### src/rtl/sprite_loader.sv
// rtl/sprite_loader.sv - byte-stream loader writing sprite palette and image BRAMs
module sprite_loader #(
    parameter int WIDTH     = 256,
    parameter int HEIGHT    = 512,
    parameter int PAL_DEPTH = 256
) (
    input  logic                            pixel_clk_in,
    input  logic                            rst_n_in,
    input  logic [7:0]                      byte_in,
    input  logic                            valid_in,
    output logic                            ready_out,
    input  logic                            abort_in,
    output logic [$clog2(WIDTH*HEIGHT)-1:0] img_addr_out,
    output logic [7:0]                      img_data_out,
    output logic                            img_we_out,
    output logic [$clog2(PAL_DEPTH)-1:0]    pal_addr_out,
    output logic [23:0]                     pal_data_out,
    output logic                            pal_we_out,
    output logic                            done_out,
    output logic                            err_out
);
    localparam int AW        = $clog2(WIDTH*HEIGHT);
    localparam int PW        = $clog2(PAL_DEPTH);
    localparam int FRAME_PIX = WIDTH*(HEIGHT/2);

    localparam logic [AW-1:0] LAST_PIX    = AW'(FRAME_PIX-1);
    localparam logic [AW-1:0] FRAME1_BASE = AW'(FRAME_PIX);
    localparam logic [PW-1:0] LAST_ENTRY  = PW'(PAL_DEPTH-1);

    localparam logic [7:0] SYNC_BYTE = 8'hA5;
    localparam logic [7:0] CMD_PAL   = 8'h01;
    localparam logic [7:0] CMD_IMG0  = 8'h02;
    localparam logic [7:0] CMD_IMG1  = 8'h03;

    typedef enum logic [2:0] {
        S_IDLE,
        S_CMD,
        S_PAL,
        S_IMG,
        S_DONE
    } state_t;

    state_t        state_q;
    logic          ready_q;
    logic [AW-1:0] base_q;
    logic [AW-1:0] pix_cnt_q;
    logic [PW-1:0] entry_q;
    logic [1:0]    phase_q;
    logic [7:0]    r_q;
    logic [7:0]    g_q;

    logic [AW-1:0] img_addr_q;
    logic [7:0]    img_data_q;
    logic          img_we_q;
    logic [PW-1:0] pal_addr_q;
    logic [23:0]   pal_data_q;
    logic          pal_we_q;
    logic          done_q;
    logic          err_q;

    logic          accept;
    logic [AW-1:0] img_addr_d;
    logic [AW-1:0] pix_cnt_d;
    logic [PW-1:0] entry_d;
    logic [23:0]   pal_data_d;

    assign accept = valid_in && ready_q;

    always_comb begin
        img_addr_d = base_q + pix_cnt_q;
        pix_cnt_d  = pix_cnt_q + AW'(1);
        entry_d    = entry_q + PW'(1);
        pal_data_d = {r_q, g_q, byte_in};
    end

    always_ff @(posedge pixel_clk_in or negedge rst_n_in) begin
        if (!rst_n_in) begin
            state_q    <= S_IDLE;
            ready_q    <= 1'b0;
            base_q     <= '0;
            pix_cnt_q  <= '0;
            entry_q    <= '0;
            phase_q    <= 2'd0;
            r_q        <= '0;
            g_q        <= '0;
            img_addr_q <= '0;
            img_data_q <= '0;
            img_we_q   <= 1'b0;
            pal_addr_q <= '0;
            pal_data_q <= '0;
            pal_we_q   <= 1'b0;
            done_q     <= 1'b0;
            err_q      <= 1'b0;
        end else begin
            img_we_q <= 1'b0;
            pal_we_q <= 1'b0;
            done_q   <= 1'b0;
            err_q    <= 1'b0;
            ready_q  <= 1'b1;

            // Abort drops any byte accepted this cycle; a write already on the outputs still completes.
            if (abort_in) begin
                state_q <= S_IDLE;
            end else begin
                case (state_q)
                    S_IDLE: begin
                        if (accept && byte_in == SYNC_BYTE) begin
                            state_q <= S_CMD;
                        end
                    end
                    S_CMD: begin
                        if (accept) begin
                            if (byte_in == CMD_PAL) begin
                                state_q <= S_PAL;
                                entry_q <= '0;
                                phase_q <= 2'd0;
                            end else if (byte_in == CMD_IMG0 || byte_in == CMD_IMG1) begin
                                state_q   <= S_IMG;
                                base_q    <= byte_in[0] ? FRAME1_BASE : '0;
                                pix_cnt_q <= '0;
                            end else begin
                                err_q   <= 1'b1;
                                state_q <= S_IDLE;
                            end
                        end
                    end
                    S_PAL: begin
                        if (accept) begin
                            case (phase_q)
                                2'd0: begin
                                    r_q     <= byte_in;
                                    phase_q <= 2'd1;
                                end
                                2'd1: begin
                                    g_q     <= byte_in;
                                    phase_q <= 2'd2;
                                end
                                default: begin
                                    pal_we_q   <= 1'b1;
                                    pal_addr_q <= entry_q;
                                    pal_data_q <= pal_data_d;
                                    phase_q    <= 2'd0;
                                    entry_q    <= entry_d;
                                    if (entry_q == LAST_ENTRY) begin
                                        state_q <= S_DONE;
                                    end
                                end
                            endcase
                        end
                    end
                    S_IMG: begin
                        if (accept) begin
                            img_we_q   <= 1'b1;
                            img_addr_q <= img_addr_d;
                            img_data_q <= byte_in;
                            pix_cnt_q  <= pix_cnt_d;
                            if (pix_cnt_q == LAST_PIX) begin
                                state_q <= S_DONE;
                            end
                        end
                    end
                    S_DONE: begin
                        // The last write is on the outputs this cycle; a byte offered now is parsed as from IDLE.
                        done_q  <= 1'b1;
                        ready_q <= 1'b0;
                        state_q <= (accept && byte_in == SYNC_BYTE) ? S_CMD : S_IDLE;
                    end
                    default: begin
                        state_q <= S_IDLE;
                    end
                endcase
            end
        end
    end

    assign ready_out    = ready_q;
    assign img_addr_out = img_addr_q;
    assign img_data_out = img_data_q;
    assign img_we_out   = img_we_q;
    assign pal_addr_out = pal_addr_q;
    assign pal_data_out = pal_data_q;
    assign pal_we_out   = pal_we_q;
    assign done_out     = done_q;
    assign err_out      = err_q;

endmodule

### config.mk
export PLATFORM = sky130hd
export DESIGN_NAME = sprite_loader
export DESIGN_NICKNAME = d
export VERILOG_FILES = /design/src/rtl/sprite_loader.sv
export SDC_FILE = /design/constraint.sdc
export NUM_CORES = 1
export LEC_CHECK = 0
export CORE_ASPECT_RATIO = 0.9
export CORE_UTILIZATION = 40
export DETAILED_ROUTE_END_ITERATION = 10
export GPL_TIMING_DRIVEN = 0
export SETUP_SLACK_MARGIN = 0.1
export SLEW_MARGIN = 20
export SYNTH_ARGS = -nofsm -noshare
export SYNTH_HDL_FRONTEND = slang
export SYNTH_SLANG_ARGS = --single-unit
export TNS_END_PERCENT = 10
### constraint.sdc
create_clock -name pixel_clk_in -period 3.65 [get_ports pixel_clk_in]
set_input_delay 0.9125 -clock pixel_clk_in [delete_from_list [all_inputs] [get_ports pixel_clk_in]]
set_output_delay 0.9125 -clock pixel_clk_in [all_outputs]
set_load 0.05 [all_outputs]
Word-level counts from Yosys, hierarchy flattened
Cells that the tools add are included.
{"block": "word_totals", "ff_bits": 125, "wordCells": 108}
{"block": "classes", "n_reduce_logical": 17, "n_mux": 44, "n_addsub": 3, "bitwise": 3, "n_eq_ne": 25}
{"operator": "$mux W17", "count": 5}
{"operator": "$pmux W17 S2", "count": 1}
{"operator": "$mux W8", "count": 4}
{"operator": "$mux W3", "count": 8}
{"operator": "$ne A3 B3 Y1 const B", "count": 7}
{"operator": "$add A17 B1 Y17 const B", "count": 1}
{"operator": "$add A17 B17 Y17", "count": 1}
{"operator": "$eq A17 B16 Y1 const B", "count": 1}
{"operator": "$mux W1", "count": 17}
{"operator": "$eq A8 B2 Y1 const B", "count": 2}
{"operator": "$eq A8 B8 Y1 const B", "count": 2}
{"operator": "$pmux W8 S2", "count": 1}
{"operator": "$pmux W3 S5", "count": 1}
{"operator": "$ne A2 B2 Y1 const B", "count": 7}
{"operator": "$reduce_and A4 Y1", "count": 3}
{"operator": "$reduce_and A6 Y1", "count": 2}
{"operator": "$mux W2", "count": 5}
{"operator": "$reduce_and A5 Y1", "count": 2}
{"operator": "$add A8 B1 Y8 const B", "count": 1}
{"operator": "$eq A8 B1 Y1 const B", "count": 1}
{"operator": "$pmux W2 S2", "count": 2}
{"operator": "$reduce_and A7 Y1", "count": 1}
{"operator": "$eq A3 B2 Y1 const B", "count": 2}
{"operator": "$reduce_bool A2 Y1", "count": 2}
{"operator": "other kinds (10)", "count": 13}

Logic depth before layout (Yosys ltp)
Gate-level depths: netlist (run 1).
{"block": "logic_depth", "ltp_word": 7, "ltp_mapped": 10, "mapped_depth_nobuf": 9}

Least setup slack after synthesis (run 1)
Ideal clock, no wire load.
{"block": "synth_path", "path_kind": "register to register", "start": "register pix_cnt_q[4]", "end": "register state_q[0]", "required_ps": 3526, "setup_time_ps": 124, "period_less_slack_ps": 2315, "arrival_time_ps": 2191, "path_stages_with_launch": 11, "setup_slack_ps": 1335, "cell_sequence": "dfrtp_1 > buf_2 > and4_1 > clkbuf_1 > nand4_1 > nor2_1 > ha_1 > and2_1 > o311ai_0 > a211oi_1 > a211o_1"}
{"block": "synth_via", "elab_chain_len": 3}
{"element": "start: declaration", "line_no": "46", "text": "logic [AW-1:0] pix_cnt_q;"}
{"element": "start signal: assignment", "line_no": "156", "text": "pix_cnt_q <= pix_cnt_d;"}
{"element": "$eq A17 B16 Y1", "line_no": "157", "text": "if (pix_cnt_q == LAST_PIX) begin"}
{"element": "$ne A3 B3 Y1 (no source line)"}
{"element": "$reduce_and A7 Y1 (no source line)"}
{"element": "end signal: assignment", "line_no": "166", "text": "state_q <= (accept && byte_in == SYNC_BYTE) ? S_CMD : S_IDLE;"}
{"element": "end: declaration", "line_no": "43", "text": "state_t state_q;"}
No other way between the ends.
A chain may end at the register's enable or synchronous reset.

Final worst setup path (run 1)
{"block": "layout_path", "start": "input port byte_in[5]", "end": "register pix_cnt_q[2]"}
{"block": "layout_via", "elab_chain_len": 4, "elab_cells_between_ends": 7}
{"element": "start: declaration", "line_no": "9", "text": "input logic [7:0] byte_in,"}
{"element": "$eq A8 B2 Y1", "line_no": "117", "text": "end else if (byte_in == CMD_IMG0 || byte_in == CMD_IMG1) begin"}
{"element": "$logic_or A1 B1 Y1", "line_no": "117"}
{"element": "$ne A2 B2 Y1 (no source line)"}
{"element": "$reduce_and A6 Y1 (no source line) (*)"}
Mark *: on every way between the ends. The rest lies on a longest branch, timed or not.

==> impl_metrics.toml, run 1 <==
[setup_path]
path_max_fanout = 10
critPathMaxStageDelay_ns = 0.61
path_cells = "clkdlybuf4s50_1, nor3_2, a31oi_2, buf_6, clkbuf_1, o31ai_1, o21ai_0"
worstPathRequired_ns = 3.86
start_kind = "input port"
cp_top_family = "buffers and inverters"
worstSetupPathType = "input port to flip-flop"
cp.arrival_ns = 3.14
cp_num_buf_inv = 3
slowest_stage = "clkdlybuf4s50_1"
endpoint_kind = "flip-flop"

[clock_tree]
numClockSinks = 109
cts_buffers = 9
cts_setup_buffers = 0
path_clk_slew_ns = 0.07
hold_buffers = 0
clock-root-buffer = "clkbuf_16"
cts_tree = "done"
cts_resized = 0
clk_latency_ns = 0.34
cts.path.max_buffers = 2
htree_levels = 3

[yosys]
yosysSeqAreaShare_pct = 57.9
synth_top_cell_by_area = "dfrtp_1"
syn_inst = 430
synth_enable_flop_cells = 0
ys_types = 49
syn_area_um2 = 4710
synth-simple-area-share_pct = 19.0
synth_compound_area_share_pct = 9.43
yosysWarnings = 0
syn-num-nets = 445
yosysTopAreaCellShare_pct = 57.9
async_flop_share_pct = 100
synth.area.top_cells = "dfrtp_1 58%, mux2_2 9.8%, nand2_1 8.9%"
synth_mux_area_share_pct = 9.80
synth_top_family_by_area = "simple AND/OR/NAND/NOR gates"
synth_xor_area_share_pct = 0.372
syn_area_per_cell_um2 = 11.0
ys.flop_type = "dfrtp_1"
synth_seq_cells = 109
yosys.area_share.adder_pct = 0.797

[timing]
slew_viol_final = 0
fin_skew_ns = 0.00532
clock.fmax_mhz = 341
slew_headroom_pct = 51.2
min_period_ns = 2.93
worst_pin_slew_ns = 0.723
timing.setup.tns_ns = 0
fin_crit_sh_pct = 80.4
setup_viol = 0
hold_violations = 0
fin_ws_ns = 0.715
rsz0062_at_grt = "no"

[detailed_routing]
drt-total-wl_mm = 10.6
first_pass_iters = 4
num_vias = 3523
ant_nets = 0
dr.first_iter.drc_count = 191
viasPerCell = 5.22
drc_errors = 0
wl_per_cell_um = 15.6

[global_route]
grt_max_degree = 68
grt_antenna_before_repair = 0
grt_pass1_wl_mm = 17.7
grt_usage_pct = 18.8
overflow = 0
grt_pass1_vias = 3423

[placement]
globalplace.congestion = 0.788
io_buffers = 72
dp.cells = 659
pre_cts_ws_ns = 0.341
hpwl_mm = 7.24

[layout]
layout_common_cells = "112 x nand2_1, 109 x dfrtp_1, 71 x clkdlybuf4s50_1"
instances_no_fill = 675
mostFrequentLayoutCell = "nand2_1"
antenna_cells = 0
area_growth_pct = 27.4
nNetsFinal = 529
drive_gt1_share_pct = 15.4

[power]
swShare_pct = 20.0
peakVddDrop_uv = 278
p_sw_uw = 480
power_frac_comb_pct = 2.5
power_frac_clock_pct = 47.1
p_seq_share_pct = 50.4
p_leak_uw = 0.00285
p_int_uw = 1910
power_density_nw_per_um2 = 399
power_uw = 2390

[worst_hold_path]
min_path_type = "flip-flop to flip-flop"

[flow_run]
drv_cap = 0

[floorplanning]
die-height_um = 105
io_pins = 74
core_area_um2 = 11400
die_w_um = 116
initial_core_util_pct = 41.2
die-area_um2 = 12200
rows = 37

[status]
status = "completed"
==> cell type report <==
cell class / instances / area, um2
fill: 1048 / 5430
tap: 156 / 195
clock inverter: 6 / 109
clock buffer: 10 / 239
sequential: 109 / 2730
inverter: 6 / 22.5
buffer: 23 / 108
timing repair buffer: 73 / 749
multi-input combinational: 292 / 1850
==> power by group through the flow <==
stage | logic, uW | clock network (uW) | registers, uW
after floorplan | 9.01 | 0 | 1230
after global placement | 57.8 | 0 | 1230
after detailed placement | 62.2 | 0 | 1230
after CTS | 62.0 | 1150 | 1210
after global routing | 67.3 | 1210 | 1210
final | 58.9 | 1130 | 1210
==> cells in the mapped netlist (all sizes together) (3+ instances only) <==
library cell	instances
nand2	113
dfrtp	109
mux2	41
a21oi	18
o31ai	14
buf	12
nand3	12
clkbuf	11
or4	11
o21ai	9
nor2	8
nand4	7
nor3	7
inv	6
a31oi	5
and4	4
a211oi	3
and2	3
and4b	3
ha	3
nor3b	3
o22a	3
==> stage by stage <==
step	hold slack, ns	utilization, %	instance area, um2
2_1_floorplan	0.435	-	4710
3_3_place_gp	0.451	49.2	5630
3_5_place_dp	0.455	49.5	5660
4_1_cts	0.472	52.5	6000
5_1_grt	0.496	52.5	6000
6_report	0.473	52.5	6000
==> sequential cells by signal (all words and copies together), names as in the netlist, 2 cells and up <==
name,count
img_addr_out,17
state_q,3
pal_data_out,24
phase_q,2
r_q,8
img_data_out,8
pix_cnt_q,17
g_q,8
entry_q,8
pal_addr_out,8
==> metal layers <==
metal	wire (um)	up-vias	track usage, %
li1	-	1692	-
met1	5200	1754	28.4
met2	4810	71	27.1
met3	465	6	4.70
met4	89	0	3.85
met5	0	-	0
==> cell families after synthesis <==
kind of cell	after synthesis
buffers and inverters	29
and+or+nand+nor	180
AOI/OAI and AO/OA	66
muxes	41
adders and majority gates	3
DFF	109
xor gates and xnor gates	2
==> path summary, 6_finish.rpt <==
check | from | to | slack [ns] | cells past startpoint
worst max-delay path | byte_in[5] | pix_cnt_q[2]$_DFFE_PN0P_ | 0.72 | 7
worst min-delay path | g_q[0]$_DFFE_PN0P_ | pal_data_out[8]$_DFFE_PN0P_ | 0.47 | 2
worst max register to register | pix_cnt_q[4]$_DFFE_PN0P_ | state_q[0]$_DFFE_PN0P_ | 0.93 | 10
worst min register to register | g_q[0]$_DFFE_PN0P_ | pal_data_out[8]$_DFFE_PN0P_ | 0.47 | 2
max in group asynchronous | rst_n_in | g_q[4]$_DFFE_PN0P_ | 2.51 | 2
min in group asynchronous | rst_n_in | pal_addr_out[3]$_DFFE_PN0P_ | 0.48 | 1
==> worst reg2reg max path, delay by kind of cell (launching register included) <==
family | cells | cell delay (ns)
adders and majority gates | 1 | 0.18
and+or+nand+nor | 4 | 0.61
AOI/OAI and AO/OA | 3 | 1.11
buffers and inverters | 2 | 0.34
DFF | 1 | 0.36
Note: power is estimated with default switching activity, not from simulation.
==> inputs of run 2 (changes only) <==
Clock period 3.65 ns to 2.6 ns, I/O delays scaled along.
==> run 2 against run 1 <==
Against the previous run: worst hold slack lost 0.25 ns; die area is the same; sequential power grew 40%; routed wire length grew 1.3%; non-clock buffer count grew 1; combinational power grew 49%; clock-buffer cell count is the same; power grew 41%.
==> impl_metrics.toml, run 2 (synthesized netlist as in run 1, its figures left out) <==
[setup_path]
slowest_stage = "clkdlybuf4s50_1"
endpoint_kind = "flip-flop"
path_max_fanout = 10
critPathMaxStageDelay_ns = 0.52
worstPathRequired_ns = 2.82
r2r_slack_ns = 0.21
cp.arrival_ns = 2.64
rr_startpoint = "pix_cnt_q[4]$_DFFE_PN0P_"
r2r-end = "state_q[0]$_DFFE_PN0P_"
path_cells = "clkdlybuf4s50_1, and3b_1, buf_2, nand2_1, nor3_1, clkbuf_2, a21oi_1"
start_kind = "input port"
worstSetupPathType = "input port to flip-flop"
reg2regPathDepth = 10

[global_route]
grt_pass1_wl_mm = 17.7
grt_antenna_before_repair = 0
grt_usage_pct = 18.8
grt_pass1_vias = 3435
overflow = 0
grt_max_degree = 68

[status]
status = "completed"

[detailed_routing]
first_pass_iters = 4
dr.first_iter.drc_count = 179
num_vias = 3567
drt-total-wl_mm = 10.7
ant_nets = 0
drc_errors = 0
wl_per_cell_um = 15.8
viasPerCell = 5.28

[floorplanning]
initial_core_util_pct = 41.2
die-area_um2 = 12200
rows = 37
die_w_um = 116
core_area_um2 = 11400
die-height_um = 105
io_pins = 74

[timing]
fin_skew_ns = 0.00529
slew_headroom_pct = 61.2
timing.setup.tns_ns = 0
min_period_ns = 2.42
slew_viol_final = 0
clock.fmax_mhz = 414
fin_crit_sh_pct = 93.0
rsz0062_at_grt = "yes"
hold_violations = 0
setup_viol = 0
worst_pin_slew_ns = 0.582

[clock_tree]
clk_latency_ns = 0.34
cts_tree = "done"
clock-root-buffer = "clkbuf_16"
cts.path.max_buffers = 2
hold_buffers = 0
numClockSinks = 109
path_clk_slew_ns = 0.07
cts_buffers = 9
htree_levels = 3

[placement]
hpwl_mm = 7.24
globalplace.congestion = 0.788
io_buffers = 72
dp.cells = 659

[power]
peakVddDrop_uv = 391
power_density_nw_per_um2 = 556
p_leak_uw = 0.00290
power_uw = 3370

[flow_run]
drv_cap = 0

[layout]
antenna_cells = 0
layout_common_cells = "112 x nand2_1, 109 x dfrtp_1, 67 x clkdlybuf4s50_1"
nFillCells = 1039
mostFrequentLayoutCell = "nand2_1"
nNetsFinal = 530
area_growth_pct = 28.7
drive_gt1_share_pct = 16.7
largest_reg_flops = 24
instances_no_fill = 676

[worst_hold_path]
min_path_type = "input port to asynchronous set/reset pin"
run 2: worst max-delay path by stage:
stage	slack, ns	to	cells past startpoint	startpoint
after global routing	0.04	state_q[0]$_DFFE_PN0P_	10	pix_cnt_q[4]$_DFFE_PN0P_
after CTS	0.07	pix_cnt_q[10]$_DFFE_PN0P_	7	abort_in
after detailed placement	-0.45	pix_cnt_q[2]$_DFFE_PN0P_	7	byte_in[5]
after global placement	-3.36	img_addr_out[16]$_DFFE_PN0P_	1	rst_n_in
final	0.18	pix_cnt_q[14]$_DFFE_PN0P_	7	abort_in
after floorplan	0.28	state_q[0]$_DFFE_PN0P_	10	pix_cnt_q[4]$_DFFE_PN0P_
run 2: timing repair:
| item | in CTS | in global routing |
|---|---|---|
| gates resized for setup | 5 | 13 |
| setup endpoints to repair | 18 | 57 |
| buffers inserted | 0 | 1 |
| pin swaps | 0 | 2 |
| hold endpoints to repair | 0 | 0 |
run 2: report_power, final:
part           internal, uW  switching (uW)  leakage [uW]
Combinational          24.7            62.9       0.00122
Sequential             1690          0.0425       0.00151
Clock                   969             619      0.000173
Total                  2690             682       0.00290
run 2: layout make-up:
type | count | area (um2) | area share, %
sequential | 109 | 2730 | 45.0
multi-input combinational | 292 | 1890 | 31.2
timing repair buffer | 74 | 763 | 12.6
clock buffer | 10 | 239 | 3.94
tap | 156 | 195 | 3.22
buffer | 23 | 114 | 1.88
clock inverter | 6 | 109 | 1.79
inverter | 6 | 22.5 | 0.371
run 2: layer usage:
layer  share of wire [%]  track usage, %  up-vias
met5                   0               0        -
met4                0.87            3.94        0
met1                  48            28.2     1791
li1                    -               -     1694
met2                  46            27.3       74
met3                 5.0            4.70        8
run 2: critical path: cells and delay by family:
| family | cells | cell delay (ns) |
|---|---|---|
| AOI/OAI and AO/OA | 1 | 0.08 |
| and+or+nand+nor | 3 | 0.88 |
| buffers and inverters | 3 | 1.03 |
run 2: through the flow:
step                      hold slack (ns)  setup slack (ns)  util (%)  area [um2]
after floorplan                     0.354             0.285         -        4710
after global placement              0.451             -3.36      49.2        5630
after detailed placement            0.455            -0.446      49.5        5660
after CTS                           0.231            0.0733      52.6        6020
after global routing                0.246            0.0372      53.0        6060
final                               0.222             0.182      53.0        6060
